### config.mk
export PLATFORM = sky130hd
export DESIGN_NAME = full_dummy_project_top
export DESIGN_NICKNAME = d
export VERILOG_FILES = /design/src/rtl/full_dummy_project_top.sv
export SDC_FILE = /design/constraint.sdc
export NUM_CORES = 1
export LEC_CHECK = 0
export ABC_CLOCK_PERIOD_IN_PS = 7900
export CORE_ASPECT_RATIO = 1.75
export CORE_MARGIN = 4
export CORE_UTILIZATION = 52
export CTS_CLUSTER_SIZE = 20
export DETAILED_ROUTE_END_ITERATION = 16
export PLACE_DENSITY = 0.86
export SYNTH_ARGS = -nofsm -noshare
export SYNTH_HDL_FRONTEND = slang
export SYNTH_SLANG_ARGS = --single-unit
### constraint.sdc
create_clock -name clk -period 7.9 [get_ports clk]
set_input_delay 2.37 -clock clk [delete_from_list [all_inputs] [get_ports clk]]
set_output_delay 2.37 -clock clk [all_outputs]
set_load 0.02 [all_outputs]
### src/rtl/full_dummy_project_top.sv
// Event-paged read/sum/write engine: reads two input memories per entry and
// writes their 32-bit sum into a 2-page output memory selected by bx[0].
module full_dummy_project_top #(
    parameter int N_ENTRIES    = 16,
    parameter int READ_LATENCY = 2
) (
    input  logic        clk,
    input  logic        reset,
    input  logic        en_proc,
    input  logic [1:0]  bx_in,
    output logic        bx_out,
    output logic        mem1_enb,
    output logic [4:0]  mem1_readaddr,
    input  logic [31:0] mem1_dout,
    output logic        mem2_enb,
    output logic [4:0]  mem2_readaddr,
    input  logic [31:0] mem2_dout,
    output logic        memout_ena,
    output logic        memout_wea,
    output logic [4:0]  memout_writeaddr,
    output logic [31:0] memout_din
);

    localparam logic [3:0] LAST_IDX = 4'(N_ENTRIES - 1);

    typedef enum logic {
        IDLE,
        RUN
    } state_t;

    state_t      state;
    logic [1:0]  bx_q;
    logic        first_evt;
    logic        page;
    logic [3:0]  rd_cnt;
    logic        start;

    logic [READ_LATENCY-1:0] dl_valid;
    logic [READ_LATENCY-1:0] dl_page;
    logic [3:0]              dl_idx [READ_LATENCY];

    always_comb begin
        start = 1'b0;
        if (en_proc && (first_evt || (bx_in != bx_q)))
            start = 1'b1;
    end

    // A start cycle never issues a read; reads of an aborted event simply stop.
    always_ff @(posedge clk) begin
        if (reset) begin
            state         <= IDLE;
            bx_q          <= '0;
            first_evt     <= 1'b1;
            page          <= 1'b0;
            rd_cnt        <= '0;
            mem1_enb      <= 1'b0;
            mem2_enb      <= 1'b0;
            mem1_readaddr <= '0;
            mem2_readaddr <= '0;
        end else begin
            bx_q     <= bx_in;
            mem1_enb <= 1'b0;
            mem2_enb <= 1'b0;
            if (start) begin
                first_evt <= 1'b0;
                page      <= bx_in[0];
                rd_cnt    <= '0;
                state     <= RUN;
            end else if (state == RUN && en_proc) begin
                mem1_enb      <= 1'b1;
                mem2_enb      <= 1'b1;
                mem1_readaddr <= {page, rd_cnt};
                mem2_readaddr <= {page, rd_cnt};
                if (rd_cnt == LAST_IDX)
                    state <= IDLE;
                else
                    rd_cnt <= rd_cnt + 4'd1;
            end
        end
    end

    // Tags are taken from the registered read outputs, so stage READ_LATENCY-1
    // lines up with the cycle in which the memories present the data.
    always_ff @(posedge clk) begin
        if (reset) begin
            dl_valid <= '0;
            dl_page  <= '0;
            for (int unsigned i = 0; i < READ_LATENCY; i++)
                dl_idx[i] <= '0;
        end else begin
            dl_valid[0] <= mem1_enb;
            dl_page[0]  <= mem1_readaddr[4];
            dl_idx[0]   <= mem1_readaddr[3:0];
            for (int unsigned i = 1; i < READ_LATENCY; i++) begin
                dl_valid[i] <= dl_valid[i-1];
                dl_page[i]  <= dl_page[i-1];
                dl_idx[i]   <= dl_idx[i-1];
            end
        end
    end

    always_ff @(posedge clk) begin
        if (reset) begin
            bx_out           <= 1'b0;
            memout_ena       <= 1'b0;
            memout_wea       <= 1'b0;
            memout_writeaddr <= '0;
            memout_din       <= '0;
        end else begin
            memout_ena <= 1'b0;
            memout_wea <= 1'b0;
            if (dl_valid[READ_LATENCY-1]) begin
                memout_ena       <= 1'b1;
                memout_wea       <= 1'b1;
                memout_din       <= mem1_dout + mem2_dout;
                memout_writeaddr <= {dl_page[READ_LATENCY-1], dl_idx[READ_LATENCY-1]};
                bx_out           <= dl_page[READ_LATENCY-1];
            end
        end
    end

endmodule

==> metrics.cfg, run 1 <==
[synthesis]
mappedNetlistNets = 582
yosys_warnings = 0
dominant_combinational_cell_family_by_area_after_synthesis = compound AO/OA/AOI/OAI gates
synth.distinct_cells = 54
post_synth_xor_area_fraction = 0.0586
syn-mean-instance-area_um2 = 8.41
postSynthCellCount = 480
synth-compound-area-share = 0.222
synthSimpleGateAreaFrac = 0.192
seq_area_frac_synth = 0.322
synthAdderAreaFrac = 0.104
number_of_flops_mapped_to_enable_cells_by_yosys = 0
synthArstFlopShare = 0
synth_area_mm2 = 0.00404
synthFlopType = sky130_fd_sc_hd__dfxtp_1
synthMuxAreaShare = 0.0545
yosys_register_bits = 65

[sta]
period_minus_slack_ns = 4.94
slew_viols_final = 0
rsz0062_at_grt = false
final_hold_viol_count = 0
timing.fmax_mhz = 203
final.setup.tns_ns = 0
max_slew.worst_pin.slew_ns = 1.08
maxSlewHeadroom = 0.274
timing.final.crit_share = 0.625
finalClockSkew_ns = 0.00395
finalSetupViolCount = 0

[setup_path]
crit_path_max_fanout = 4
critical_path.most_common_cell = sky130_fd_sc_hd__a311oi_2
endpoint_kind = flip-flop
crit_path_top_delay_cell = sky130_fd_sc_hd__fa_1
startpoint_type = input port
cp_top_family = compound AO/OA/AOI/OAI gates
arrival_ns = 5.13
required_ns = 8.10
cell_by_cell_trace_of_the_critical_path = clkdlybuf4s50_1, ha_1, fa_1, a21o_1, a311oi_2, o41ai_1, a211o_1, a311oi_2, xor2_1, o21ai_1
crit_type = input port to flip-flop
timing.critical_path.slowest_cell_delay_ns = 0.43
crit_buf_inv = 1

[clocking]
tritoncts.num_buffers = 9
postCtsSetupBuffers = 0
worst_setup_hold_path_clk_slew_ns = 0.05
cts.sinks = 65
tritoncts_clock_tree = yes
cts.hold.buffers_added = 0
clock-root-buffer = sky130_fd_sc_hd__clkbuf_16
h-tree-depth = 3
clk-insertion-delay-late_ns = 0.34
clk_path_buf_depth = 2
post_cts.resized_instances = 0

[hold_path]
timing.hold.worst.class = flip-flop to flip-flop

[floorplanning]
chipHeight_um = 125
fp.coreArea_mm2 = 0.00757
die_area_mm2 = 0.00929
floorplan.die.width_um = 74.6
start_util = 0.534
rows = 42
io_pins = 121

[detailed_routing]
routed_wl_um = 11700
avgRoutedWirePerCell_um = 17.3
drt_first_iter_violations = 329
dr_total_vias = 4005
ant_nets = 0
drc = 0
vias_cell = 5.92
firstDrtPassIters = 5

[global_route]
grt_busiest_layer = met2
grt_use_met3 = 0.0565
overflow = 0
grt.met1_usage = 0.258
first_global_vias = 4266
grt_max_degree = 46
track_usage = 0.263
met2_usage = 0.465
grt_antenna_before_repair = 0
grt_pass1_wl_um = 19200

[placement]
globalplace.congestion = 0.986
dpl.hpwl_um = 9230
port-buffer-count = 120
placed_area_mm2 = 0.00521

[power]
power_density_mw_per_mm2 = 172
fraction_of_power_consumed_by_sequential_logic = 0.350
cell_internal_pwr_uw = 683
leakage_uw = 0.00216
pwr-share-clk = 0.426
switching_share = 0.283
total_switching_power_uw = 269
proportion_of_power_drawn_by_combinational_gates = 0.224
vdd_drop_max_mv = 0.143

[run_status]
outcome = finished, final reports clean

[final_layout]
area.sequential_mm2 = 0.00130
layout.cell_area.non_filler_mm2 = 0.00552
fillers = 586
antenna_cells = 0
multi_input_area_mm2 = 0.00255
post-route-util = 0.729
drive_gt1_frac = 0.0391
layout.nets = 685
area_delta_synth_final_pct = 36.7

[run]
maxCapViolCount = 0

-- kinds of logic (layout without fill, tap and decap cells) --
logic type               after synthesis  after routing
AND/OR/NAND/NOR                      159            159
AO/OA/AOI/OAI                        135            135
flip-flops                            65             65
adder cells (fa/ha/maj)               33             33
buffers and inverters                 39            147
multiplexers                          22             22
XOR/XNOR                              27             27
-- worst paths after layout --
path | cells past startpoint | endpoint | startpoint | slack [ns]
worst max-delay path | 10 | memout_din[26]$_SDFFE_PP0P_ | mem1_dout[0] | 2.96
worst min-delay path | 1 | dl_idx[1][1]$_SDFF_PP0_ | dl_idx[0][1]$_SDFF_PP0_ | 0.43
worst max register to register | 4 | memout_din[23]$_SDFFE_PP0P_ | dl_valid[1]$_SDFF_PP0_ | 6.01
worst min register to register | 1 | dl_idx[1][1]$_SDFF_PP0_ | dl_idx[0][1]$_SDFF_PP0_ | 0.43
-- worst register-to-register path, cell delays in order, from the launching register on --
cell,delay (ns)
sky130_fd_sc_hd__dfxtp_1,0.31
sky130_fd_sc_hd__nand2b_1,0.50
sky130_fd_sc_hd__inv_1,0.39
sky130_fd_sc_hd__and2_1,0.27
sky130_fd_sc_hd__a221o_1,0.30
-- power groups by stage --
stage	clock network [uW]	registers, uW	logic [uW]
after floorplan	0	340	135
after global placement	0	340	206
after detailed placement	0	340	209
after CTS	409	333	211
after global routing	426	333	232
final	405	333	214
-- cell usage in the layout (no fill, tap or decap), types with 8 or more instances in the layout --
| cell type | count |
|---|---|
| sky130_fd_sc_hd__nand2_1 | 37 |
| sky130_fd_sc_hd__a211oi_1 | 8 |
| sky130_fd_sc_hd__xor2_1 | 11 |
| sky130_fd_sc_hd__xnor2_1 | 16 |
| sky130_fd_sc_hd__nand3_1 | 11 |
| sky130_fd_sc_hd__ha_1 | 32 |
| sky130_fd_sc_hd__nor3_1 | 10 |
| sky130_fd_sc_hd__nand4_1 | 9 |
| sky130_fd_sc_hd__nand2b_1 | 9 |
| sky130_fd_sc_hd__mux2i_1 | 22 |
| sky130_fd_sc_hd__clkdlybuf4s50_1 | 120 |
| sky130_fd_sc_hd__clkbuf_16 | 9 |
| sky130_fd_sc_hd__a21oi_1 | 39 |
| sky130_fd_sc_hd__a21o_1 | 15 |
| sky130_fd_sc_hd__nor2b_1 | 17 |
| sky130_fd_sc_hd__nor2_1 | 45 |
| sky130_fd_sc_hd__o21ai_0 | 26 |
| sky130_fd_sc_hd__inv_1 | 9 |
| sky130_fd_sc_hd__dfxtp_1 | 65 |
-- per-stage QoR --
stage,worst slack (ns),hold slack (ns),power [uW],instances
final,2.96,0.434,952,676
after global routing,2.82,0.446,991,676
after CTS,2.99,0.434,953,676
after detailed placement,2.65,0.421,549,660
after global placement,2.71,0.416,546,660
after floorplan,3.32,0.414,476,480
-- synthesized netlist by cell type (3+ instances only) --
cell / instances / share of area
sky130_fd_sc_hd__a211oi_1: 8 / 0.015
sky130_fd_sc_hd__dfxtp_1: 65 / 0.32
sky130_fd_sc_hd__o21ai_0: 26 / 0.032
sky130_fd_sc_hd__ha_1: 32 / 0.099
sky130_fd_sc_hd__a211o_1: 4 / 0.0087
sky130_fd_sc_hd__and2_1: 6 / 0.0093
sky130_fd_sc_hd__mux2i_1: 22 / 0.055
sky130_fd_sc_hd__a21o_1: 15 / 0.028
sky130_fd_sc_hd__xnor2_1: 16 / 0.035
sky130_fd_sc_hd__nor3_1: 10 / 0.012
sky130_fd_sc_hd__nand2_1: 37 / 0.034
sky130_fd_sc_hd__o22ai_1: 3 / 0.0046
sky130_fd_sc_hd__nor2_1: 45 / 0.042
sky130_fd_sc_hd__and3_1: 5 / 0.0077
sky130_fd_sc_hd__nand4_1: 9 / 0.014
sky130_fd_sc_hd__o211ai_1: 6 / 0.011
sky130_fd_sc_hd__inv_1: 9 / 0.0084
sky130_fd_sc_hd__nor2b_1: 17 / 0.026
sky130_fd_sc_hd__a221o_1: 3 / 0.0074
sky130_fd_sc_hd__buf_4: 8 / 0.015
sky130_fd_sc_hd__xor2_1: 11 / 0.024
sky130_fd_sc_hd__nand2b_1: 9 / 0.014
sky130_fd_sc_hd__nand3_1: 11 / 0.014
sky130_fd_sc_hd__a221oi_1: 3 / 0.0065
sky130_fd_sc_hd__clkbuf_1: 19 / 0.018
sky130_fd_sc_hd__o22a_1: 5 / 0.011
sky130_fd_sc_hd__a21oi_1: 39 / 0.048
-- layout make-up --
class / count / share of cell area
inverters: 9 / 0.00612
clock inverters: 6 / 0.0120
flip-flops and latches: 65 / 0.236
clock buffers: 10 / 0.0433
multi-input cells: 376 / 0.462
repair buffers: 122 / 0.220
well taps: 88 / 0.0200
-- layer usage --
metal | share of wire | vias up | wire length (um)
met4 | 0.061 | 0 | 718
li1 | - | 1943 | -
met3 | 0.058 | 55 | 676
met1 | 0.35 | 1831 | 4120
met2 | 0.53 | 176 | 6210
met5 | 0 | - | 0
-- sequential cells by signal, summed over array words and instances, names as in the netlist --
register and cells:
memout_din 32, mem2_readaddr 5, page 1, first_evt 1
dl_page 2, memout_writeaddr 4, memout_wea 1, state 1
dl_idx 8, mem2_enb 1, bx_q 2, dl_valid 2
rd_cnt 4, bx_out 1
Power figures use the tool's default switching activity.
==> run 2: changes to the inputs <==
- ABC_CLOCK_PERIOD_IN_PS: 7900 -> 4400
- CORE_UTILIZATION: 52 -> 43
- PLACE_DENSITY: 0.86 -> 0.76
- clock period: 7.9 -> 4.4 ns (I/O delays scaled with it)
==> metrics.cfg, run 2 (synthesis gave the netlist of run 1 again) <==
[global_route]
track_usage = 0.220  ; was 0.263
grt_max_degree = 26  ; was 46
overflow = 0  ; unchanged
first_global_vias = 4029  ; was 4266
grt_pass1_wl_um = 18800  ; was 19200 um
grt_antenna_before_repair = 0  ; unchanged

[detailed_routing]
routed_wl_um = 11700  ; about the same
firstDrtPassIters = 4  ; was 5
ant_nets = 0  ; unchanged
dr_total_vias = 3931  ; was 4005
drc = 0  ; unchanged
avgRoutedWirePerCell_um = 16.4  ; was 17.3 um
drt_first_iter_violations = 149  ; was 329
vias_cell = 5.52  ; was 5.92

[clocking]
worst_setup_hold_path_clk_slew_ns = 0.06  ; was 0.05 ns
clk-insertion-delay-late_ns = 0.33  ; was 0.34 ns
cts.sinks = 65  ; unchanged
tritoncts.num_buffers = 9  ; unchanged
tritoncts_clock_tree = yes  ; unchanged
cts.hold.buffers_added = 0  ; unchanged
clk_path_buf_depth = 2  ; unchanged
postCtsSetupBuffers = 0  ; unchanged
clock-root-buffer = sky130_fd_sc_hd__clkbuf_16  ; unchanged
post_cts.resized_instances = 0  ; unchanged
h-tree-depth = 3  ; unchanged

[placement]
dpl.hpwl_um = 9330  ; was 9230 um
globalplace.congestion = 0.934  ; was 0.986
port-buffer-count = 120  ; unchanged
post-place-cells = 696  ; was 660
placement_stage_worst_setup_slack_ns = 0.257  ; was 2.65 ns

[setup_path]
arrival_ns = 4.04  ; was 5.13 ns
endpoint_kind = flip-flop  ; unchanged
timing.critical_path.slowest_cell_delay_ns = 0.41  ; was 0.43 ns
cell_by_cell_trace_of_the_critical_path = clkdlybuf4s50_1, ha_1, fa_1, a21o_1, a311oi_2, o41ai_1, a211o_1, a311oi_2, xor2_1, o21ai_1  ; unchanged
startpoint_type = input port  ; unchanged
critical_path.most_common_cell = sky130_fd_sc_hd__a311oi_2  ; unchanged
crit_path_top_delay_cell = sky130_fd_sc_hd__clkdlybuf4s50_1  ; was sky130_fd_sc_hd__fa_1
crit_type = input port to flip-flop  ; unchanged
crit_path_max_fanout = 4  ; unchanged
required_ns = 4.62  ; was 8.10 ns

[final_layout]
max_flop_register = memout_din  ; unchanged
area.sequential_mm2 = 0.00130  ; unchanged
layout_commonest_cell = sky130_fd_sc_hd__clkdlybuf4s50_1  ; unchanged
largestRegisters = memout_din: 32 flops, dl_idx: 8 flops, mem2_readaddr: 5 flops  ; unchanged
layout_common_cells = sky130_fd_sc_hd__clkdlybuf4s50_1, sky130_fd_sc_hd__dfxtp_1, sky130_fd_sc_hd__nor2_1  ; unchanged
fillers = 831  ; was 586
finalNonFillerCells = 712  ; was 676
multi_input_area_mm2 = 0.00255  ; unchanged
drive_gt1_frac = 0.0456  ; was 0.0391
area_delta_synth_final_pct = 38.4  ; was 36.7%
antenna_cells = 0  ; unchanged
largest_reg_flops = 32  ; unchanged
layout.nets = 689  ; was 685

[sta]
timing.fmax_mhz = 262
timing.final.crit_share = 0.868
finalWorstSetupSlack_ns = 0.580  ; was 2.96 ns
final.setup.tns_ns = 0  ; unchanged
finalSetupViolCount = 0  ; unchanged
holdWs_ns = 0.432  ; was 0.434 ns
finalClockSkew_ns = 0.00357  ; was 0.00395 ns
period_minus_slack_ns = 3.82
maxSlewHeadroom = 0.636  ; was 0.274
slew_viols_final = 0  ; unchanged
rsz0062_at_grt = false  ; unchanged
final_hold_viol_count = 0  ; unchanged
max_slew.worst_pin.slew_ns = 0.546  ; was 1.08 ns

[floorplanning]
fp.coreArea_mm2 = 0.00909  ; was 0.00757 mm^2
rows = 46  ; was 42
io_pins = 121  ; unchanged
start_util = 0.444  ; was 0.534
floorplan.die.width_um = 81.3  ; was 74.6 um
chipHeight_um = 136  ; was 125 um
die_area_mm2 = 0.0111  ; was 0.00929 mm^2

[power]
power_density_mw_per_mm2 = 305  ; was 172 mW/mm^2
leakage_uw = 0.00218  ; was 0.00216 uW
vdd_drop_max_mv = 0.285  ; was 0.143 mV

[run_status]
outcome = finished, final reports clean  ; unchanged

[run]
maxCapViolCount = 0  ; unchanged

[hold_path]
timing.hold.worst.class = flip-flop to flip-flop  ; unchanged

run 2: power by group:
group	total (uW)	internal (uW)	switching [uW]
Combinational	382	177	205
Sequential	598	594	3.53
Clock	725	454	271
run 2: final cells by class:
class | instances | area share
sequential | 65 | 0.233
clock buffer | 10 | 0.0428
multi-input combinational | 376 | 0.457
clock inverter | 6 | 0.0116
timing repair buffer | 126 | 0.223
inverter | 9 | 0.00605
tap | 120 | 0.0269
run 2: final timing paths:
| check | from | end | slack, ns | cells after the start |
|---|---|---|---|---|
| setup / recovery | mem1_dout[0] | memout_din[26]$_SDFFE_PP0P_ | 0.58 | 10 |
| hold / removal | dl_page[0]$_SDFF_PP0_ | dl_page[1]$_SDFF_PP0_ | 0.43 | 1 |
| setup reg to reg | dl_valid[1]$_SDFF_PP0_ | memout_din[28]$_SDFFE_PP0P_ | 2.43 | 6 |
| hold reg to reg | dl_page[0]$_SDFF_PP0_ | dl_page[1]$_SDFF_PP0_ | 0.43 | 1 |
run 2: through the flow:
step / instance area [um^2] / utilization / power (uW)
6_report: 5590 / 0.614 / 1710
5_1_grt: 5590 / 0.614 / 1780
4_1_cts: 5590 / 0.614 / 1710
3_5_place_dp: 5280 / 0.581 / 989
3_3_place_gp: 5280 / 0.581 / 984
2_1_floorplan: 4040 / - / 854
run 2: routing by layer:
layer	part of all wire	vias up	track usage
li1	-	1963	-
met2	0.54	118	0.413
met3	0.055	27	0.0570
met1	0.36	1823	0.216
met5	0	-	0
met4	0.036	0	0.102
run 2: worst max-delay path: cells and delay by family:
kind / cells / cell delay (ns)
adders and majority gates: 2 / 0.64
AOI/OAI and AO/OA: 6 / 1.50
buffers and inverters: 1 / 0.41
xor gates and xnor gates: 1 / 0.16
